## src/rtl/uart_pkg.sv

```systemverilog
// Shared UART framing definitions: header byte, RX FIFO entry, framer states.
package uart_pkg;

  localparam logic [7:0] HEADER_BYTE = 8'h01;

  typedef struct packed {
    logic       cmd;
    logic [7:0] data;
  } rx_entry_t;

  typedef enum logic {
    FR_IDLE,
    FR_ESCAPE
  } framer_state_e;

endpackage

```

## src/rtl/uart_rx_fifo.sv

```systemverilog
// First-word-fall-through FIFO of rx_entry_t; head is zero when empty.
// A push while full is accepted only if a pop frees a slot the same cycle.
module uart_rx_fifo
  import uart_pkg::*;
#(
  parameter int unsigned DEPTH = 8
) (
  input  logic      clk_i,
  input  logic      rst_ni,
  input  logic      push_i,
  input  rx_entry_t din_i,
  input  logic      pop_i,
  output rx_entry_t dout_o,
  output logic      full_o,
  output logic      empty_o
);

  localparam int unsigned AW = $clog2(DEPTH);

  logic [AW:0] wr_ptr_q, wr_ptr_d;
  logic [AW:0] rd_ptr_q, rd_ptr_d;
  rx_entry_t   mem_q [DEPTH];
  rx_entry_t   mem_d [DEPTH];
  logic        do_push;
  logic        do_pop;

  assign empty_o = (wr_ptr_q == rd_ptr_q);
  assign full_o  = (wr_ptr_q[AW] != rd_ptr_q[AW]) &&
                   (wr_ptr_q[AW-1:0] == rd_ptr_q[AW-1:0]);
  assign do_pop  = pop_i & ~empty_o;
  assign do_push = push_i & (~full_o | do_pop);
  assign dout_o  = empty_o ? '0 : mem_q[rd_ptr_q[AW-1:0]];

  // Next storage and pointer values from accepted push/pop.
  always_comb begin
    mem_d    = mem_q;
    wr_ptr_d = wr_ptr_q;
    rd_ptr_d = rd_ptr_q;
    if (do_push) begin
      mem_d[wr_ptr_q[AW-1:0]] = din_i;
      wr_ptr_d = wr_ptr_q + (AW+1)'(1);
    end
    if (do_pop) begin
      rd_ptr_d = rd_ptr_q + (AW+1)'(1);
    end
  end

  // Storage and pointer registers.
  always_ff @(posedge clk_i or negedge rst_ni) begin
    if (!rst_ni) begin
      wr_ptr_q <= '0;
      rd_ptr_q <= '0;
      for (int unsigned i = 0; i < DEPTH; i++) mem_q[i] <= '0;
    end else begin
      wr_ptr_q <= wr_ptr_d;
      rd_ptr_q <= rd_ptr_d;
      mem_q    <= mem_d;
    end
  end

endmodule

```

## src/rtl/uart_rx_cmd_framer.sv

```systemverilog
// Unescapes the UART RX byte stream into data/command entries for the TAP.
// Optional: define UART_RX_ESCAPE_TIMEOUT_EN to abort a stalled escape.
module uart_rx_cmd_framer
  import uart_pkg::*;
#(
  parameter int unsigned DEPTH          = 8,
  parameter logic [7:0]  HEADER         = HEADER_BYTE,
  parameter int unsigned TIMEOUT_CYCLES = 1024
) (
  input  logic       CLK_I,
  input  logic       RST_NI,
  input  logic       RX_VALID_I,
  input  logic [7:0] RX_DATA_I,
  input  logic       RX_ERROR_I,
  input  logic       READ_I,
  output logic [7:0] DATA_REC_O,
  output logic       CMD_REC_O,
  output logic       RX_EMPTY_O,
  output logic       OVERFLOW_O,
  output logic       ERROR_O,
  input  logic       CLEAR_I
);

  framer_state_e state_q, state_d;
  logic          overflow_q, overflow_d;
  logic          error_q, error_d;
  logic          push;
  rx_entry_t     push_entry;
  rx_entry_t     head;
  logic          fifo_full;
  logic          fifo_empty;
  logic          err_set;
  logic          ovf_set;

`ifdef UART_RX_ESCAPE_TIMEOUT_EN
  localparam int unsigned TW = $clog2(TIMEOUT_CYCLES + 1);
  logic [TW-1:0] tmo_cnt_q, tmo_cnt_d;
`else
  logic unused_timeout_cfg;
  assign unused_timeout_cfg = (TIMEOUT_CYCLES == 0);
`endif

  // Escape decoding: chooses what to push and the next framer state.
  always_comb begin
    state_d    = state_q;
    push       = 1'b0;
    push_entry = '0;
    err_set    = 1'b0;
    if (RX_VALID_I) begin
      if (RX_ERROR_I) begin
        err_set = 1'b1;
        state_d = FR_IDLE;
      end else if (state_q == FR_IDLE) begin
        if (RX_DATA_I == HEADER) begin
          state_d = FR_ESCAPE;
        end else begin
          push       = 1'b1;
          push_entry = '{cmd: 1'b0, data: RX_DATA_I};
        end
      end else begin
        push       = 1'b1;
        push_entry = '{cmd: (RX_DATA_I != HEADER), data: RX_DATA_I};
        state_d    = FR_IDLE;
      end
    end
`ifdef UART_RX_ESCAPE_TIMEOUT_EN
    // Counter is zero whenever not in ESCAPE, so it starts cleared on entry;
    // an arriving byte always takes priority over the limit.
    tmo_cnt_d = '0;
    if (state_q == FR_ESCAPE && !RX_VALID_I) begin
      if (tmo_cnt_q == TW'(TIMEOUT_CYCLES - 1)) begin
        err_set = 1'b1;
        state_d = FR_IDLE;
      end else begin
        tmo_cnt_d = tmo_cnt_q + TW'(1);
      end
    end
`endif
  end

  // Sticky flags: a set in the same cycle beats CLEAR_I.
  always_comb begin
    ovf_set    = push & fifo_full & ~READ_I;
    overflow_d = ovf_set ? 1'b1 : (CLEAR_I ? 1'b0 : overflow_q);
    error_d    = err_set ? 1'b1 : (CLEAR_I ? 1'b0 : error_q);
  end

  // Framer state and sticky flag registers.
  always_ff @(posedge CLK_I or negedge RST_NI) begin
    if (!RST_NI) begin
      state_q    <= FR_IDLE;
      overflow_q <= 1'b0;
      error_q    <= 1'b0;
`ifdef UART_RX_ESCAPE_TIMEOUT_EN
      tmo_cnt_q  <= '0;
`endif
    end else begin
      state_q    <= state_d;
      overflow_q <= overflow_d;
      error_q    <= error_d;
`ifdef UART_RX_ESCAPE_TIMEOUT_EN
      tmo_cnt_q  <= tmo_cnt_d;
`endif
    end
  end

  uart_rx_fifo #(
    .DEPTH (DEPTH)
  ) u_fifo (
    .clk_i   (CLK_I),
    .rst_ni  (RST_NI),
    .push_i  (push),
    .din_i   (push_entry),
    .pop_i   (READ_I),
    .dout_o  (head),
    .full_o  (fifo_full),
    .empty_o (fifo_empty)
  );

  assign DATA_REC_O = head.data;
  assign CMD_REC_O  = head.cmd;
  assign RX_EMPTY_O = fifo_empty;
  assign OVERFLOW_O = overflow_q;
  assign ERROR_O    = error_q;

endmodule

```

## config.mk

```make
export PLATFORM = sky130hd
export DESIGN_NAME = uart_rx_cmd_framer
export DESIGN_NICKNAME = d
export VERILOG_FILES = /design/src/rtl/uart_pkg.sv /design/src/rtl/uart_rx_fifo.sv /design/src/rtl/uart_rx_cmd_framer.sv
export SDC_FILE = /design/constraint.sdc
export NUM_CORES = 1
export LEC_CHECK = 0
export CAP_MARGIN = 20
export CORE_MARGIN = 2
export CORE_UTILIZATION = 55
export DETAILED_ROUTE_END_ITERATION = 8
export GPL_TIMING_DRIVEN = 0
export PLACE_DENSITY_LB_ADDON = 0.1
export SKIP_CTS_REPAIR_TIMING = 1
export SYNTH_ARGS = -nofsm -noshare
export SYNTH_HDL_FRONTEND = slang
export SYNTH_HIERARCHICAL = 1
export SYNTH_SLANG_ARGS = --single-unit
```

## constraint.sdc

```tcl
create_clock -name CLK_I -period 4.68 [get_ports CLK_I]
set_clock_uncertainty 0.1 [all_clocks]
set_input_delay 0.468 -clock CLK_I [delete_from_list [all_inputs] [get_ports CLK_I]]
set_output_delay 0.468 -clock CLK_I [all_outputs]
set_load 0.1 [all_outputs]
```

==> flow_summary.yaml <==
status:
  status: "completed"
sta:
  fin_crit_sh_pct: 88.7
  slew_violations: 0
  setup-tns-final_ns: 0
  finalHoldViolCount: 0
  setup_viol: 0
  relSlewSlack_pct: 29.9
  worst_pin_slew_ns: 1.05
  rsz0062_at_grt: "false"
  max_freq_ghz: 0.241
  period_needed_ns: 4.15
logic_synthesis:
  syn-num-nets: 287
  async_flop_share_pct: 100
  ys_seq_area_share_pct: 50.9
  ys.flop_type: "dfrtp_1"
  synthCells: 271
  synth_top_area_share_pct: 50.9
  syn_area_mm2: 0.00408
  synth.distinct_cells: 41
  yosysTopAreaCell: "dfrtp_1"
  synth-seq-cells: 83
  ys_warn_count: 6
  synth_edf_count: 0
  synthTopCellsByArea: "dfrtp_1 51%, mux2_2 18%, mux4_2 9.9%"
  synth_most_common_cell: "dfrtp_1"
  syn_area_per_cell_um2: 15.1
  ys_top_cells_by_count: "83 x dfrtp_1, 64 x mux2_2, 18 x mux4_2"
grt:
  grt_max_degree: 50
  grtUsageMet1_pct: 34.1
  grt_pass1_vias: 2484
  met3_usage_pct: 2.85
  grt_overflow_total: 0
  grt_pass1_wl_um: 13900
  gr-usage-all-layers_pct: 23.0
  use_met2_pct: 34.0
  antenna_found_initial: 0
  top_usage_layer: "met1"
detailed_routing:
  ant_nets: 0
  post-route-drc-count: 0
  vias_per_cell: 5.71
  firstDrtPassIters: 4
  num_vias: 2360
  routed_wl_um: 8520
  drt-wirelength-per-cell_um: 20.6
  drt_iter0_drc: 122
hold_path:
  hp-start: "u_fifo/rd_ptr_q[3]$_DFFE_PN0P_"
  hold_path_depth: 1
  hold-path-endpoint: "u_fifo/rd_ptr_q[3]$_DFFE_PN0P_"
  worstHoldPathType: "flop to flop"
pwr:
  p_switching_w: 0.00132
  ir_worst_vdd_mv: 0.410
  combinationalPowerShare_pct: 47.5
  p_int_w: 0.00195
  power_frac_seq_pct: 35.2
  clkPwrFrac_pct: 17.3
  power_leakage_nw: 2.16
  powerDensity_mw_per_mm2: 695
  swShare_pct: 40.4
worst_setup_path:
  r2r_cells: 5
  crit_type: "flop to output pin"
  end_kind: "output pin"
  worstPathRequired_ns: 4.11
  crit_arrival_ns: 3.58
  path_max_fanout: 10
  regToRegStartpoint: "u_fifo/wr_ptr_q[0]$_DFFE_PN0P_"
  regToRegEndpoint: "u_fifo/mem_q[9]$_DFFE_PN0P_"
  crit_path_start_kind: "flop"
  r2r_slack_ns: 2.26
clocking:
  cts_buffers: 9
  cts.htree.levels: 3
  cts_buffer_depth: 2
  cts_sinks: 83
  root_buffer: "clkbuf_8"
  insertion_delay_ns: 0.35
  cts_tree: "built"
  clk_pin_slew_ns: 0.08
floorplanning:
  floorplan.initialDensity_pct: 56.6
  die_h_um: 90.1
  rows: 31
  die_w_um: 90.1
  io_pins: 26
  coreArea_mm2: 0.00721
  die-area_mm2: 0.00812
finish:
  n_fill_cell: 541
  nNetsFinal: 326
  antenna-diode-count: 0
  area_growth_pct: 15.6
  final_util_pct: 65.4
  postLayoutCellArea_mm2: 0.00472
  drive_gt1_share_pct: 41.1
  stdcell_count: 413
place:
  io_buffers: 25
  post-dp-hpwl_um: 5440
  place_congestion: 0.776
  dp_cells: 397
  placed_area_mm2: 0.00449
job:
  maxCapViolations: 0
==> metal layers <==
layer	vias up	routed length (um)
li1	1075	-
met2	41	4020
met1	1232	4100
met4	0	148
met5	-	0
met3	12	246
==> cell families after synthesis <==
| group | share of synthesized area [%] |
|---|---|
| buffers and inverters | 2.15 |
| XOR/XNOR | 2.51 |
| AND/OR/NAND/NOR | 9.35 |
| multiplexers | 33.1 |
| AO/OA/AOI/OAI | 1.35 |
| flip-flops | 50.9 |
| adder cells (fa/ha/maj) | 0.613 |
==> flip-flops by register name, summed over array words and instances (netlist names) <==
signal / count
u_fifo/mem_q: 72
OVERFLOW_O: 1
state_q: 1
u_fifo/rd_ptr_q: 4
ERROR_O: 1
u_fifo/wr_ptr_q: 4
==> critical path: stages, from the launching register on <==
cell and delay, ns:
dfrtp_1 0.40, xnor2_1 0.41, nor4b_1 0.52, clkbuf_1 0.62, clkdlybuf4s50_1 1.26
==> through the flow <==
stage	worst slack, ns	hold slack [ns]	total power (W)
floorplan	1.01	0.0724	0.00236
global placement	0.0592	0.375	0.00269
detailed placement	0.916	0.356	0.00273
CTS	0.513	-0.0296	0.00330
global route	0.349	0.420	0.00345
finish	0.529	0.389	0.00328
==> power groups by stage <==
stage                     Combinational [W]  Clock [W]  Sequential [W]
after floorplan                     0.00124          0         0.00113
after global placement              0.00154          0         0.00115
after detailed placement            0.00156          0         0.00116
after CTS                           0.00157   0.000579         0.00115
after global routing                0.00165   0.000617         0.00119
final                               0.00156   0.000568         0.00115
==> worst max path at each step <==
stage,startpoint,to,slack (ns),cells after the start
2_1_floorplan,u_fifo/wr_ptr_q[0]$_DFFE_PN0P_,CMD_REC_O,1.01,5
3_3_place_gp,RST_NI,u_fifo/mem_q[2]$_DFFE_PN0P_,0.06,1
3_5_place_dp,u_fifo/rd_ptr_q[3]$_DFFE_PN0P_,RX_EMPTY_O,0.92,4
4_1_cts,u_fifo/rd_ptr_q[3]$_DFFE_PN0P_,RX_EMPTY_O,0.51,4
5_1_grt,u_fifo/rd_ptr_q[3]$_DFFE_PN0P_,RX_EMPTY_O,0.35,4
6_report,u_fifo/rd_ptr_q[3]$_DFFE_PN0P_,RX_EMPTY_O,0.53,4
==> layout by cell type (no fill, tap or decap), drive strengths merged, types with 6 or more instances in the layout <==
| cell | instances |
|---|---|
| xor2 | 6 |
| mux2i | 9 |
| nor2 | 12 |
| nand2 | 8 |
| dfrtp | 83 |
| and2 | 8 |
| mux4 | 18 |
| inv | 6 |
| buf | 12 |
| mux2 | 73 |
| clkbuf | 14 |
| clkdlybuf4s50 | 24 |
==> cell type report <==
cell class | count | area [um2] | area share (%)
flip-flops and latches | 83 | 2080 | 44.0
plain buffers | 12 | 68.8 | 1.46
repair buffers | 28 | 297 | 6.29
inverters | 5 | 18.8 | 0.398
clock buffers | 11 | 141 | 3.00
multi-input cells | 171 | 1920 | 40.6
well taps | 99 | 124 | 2.63
clock inverters | 4 | 73.8 | 1.57
Note: power is estimated with default switching activity, not from simulation.
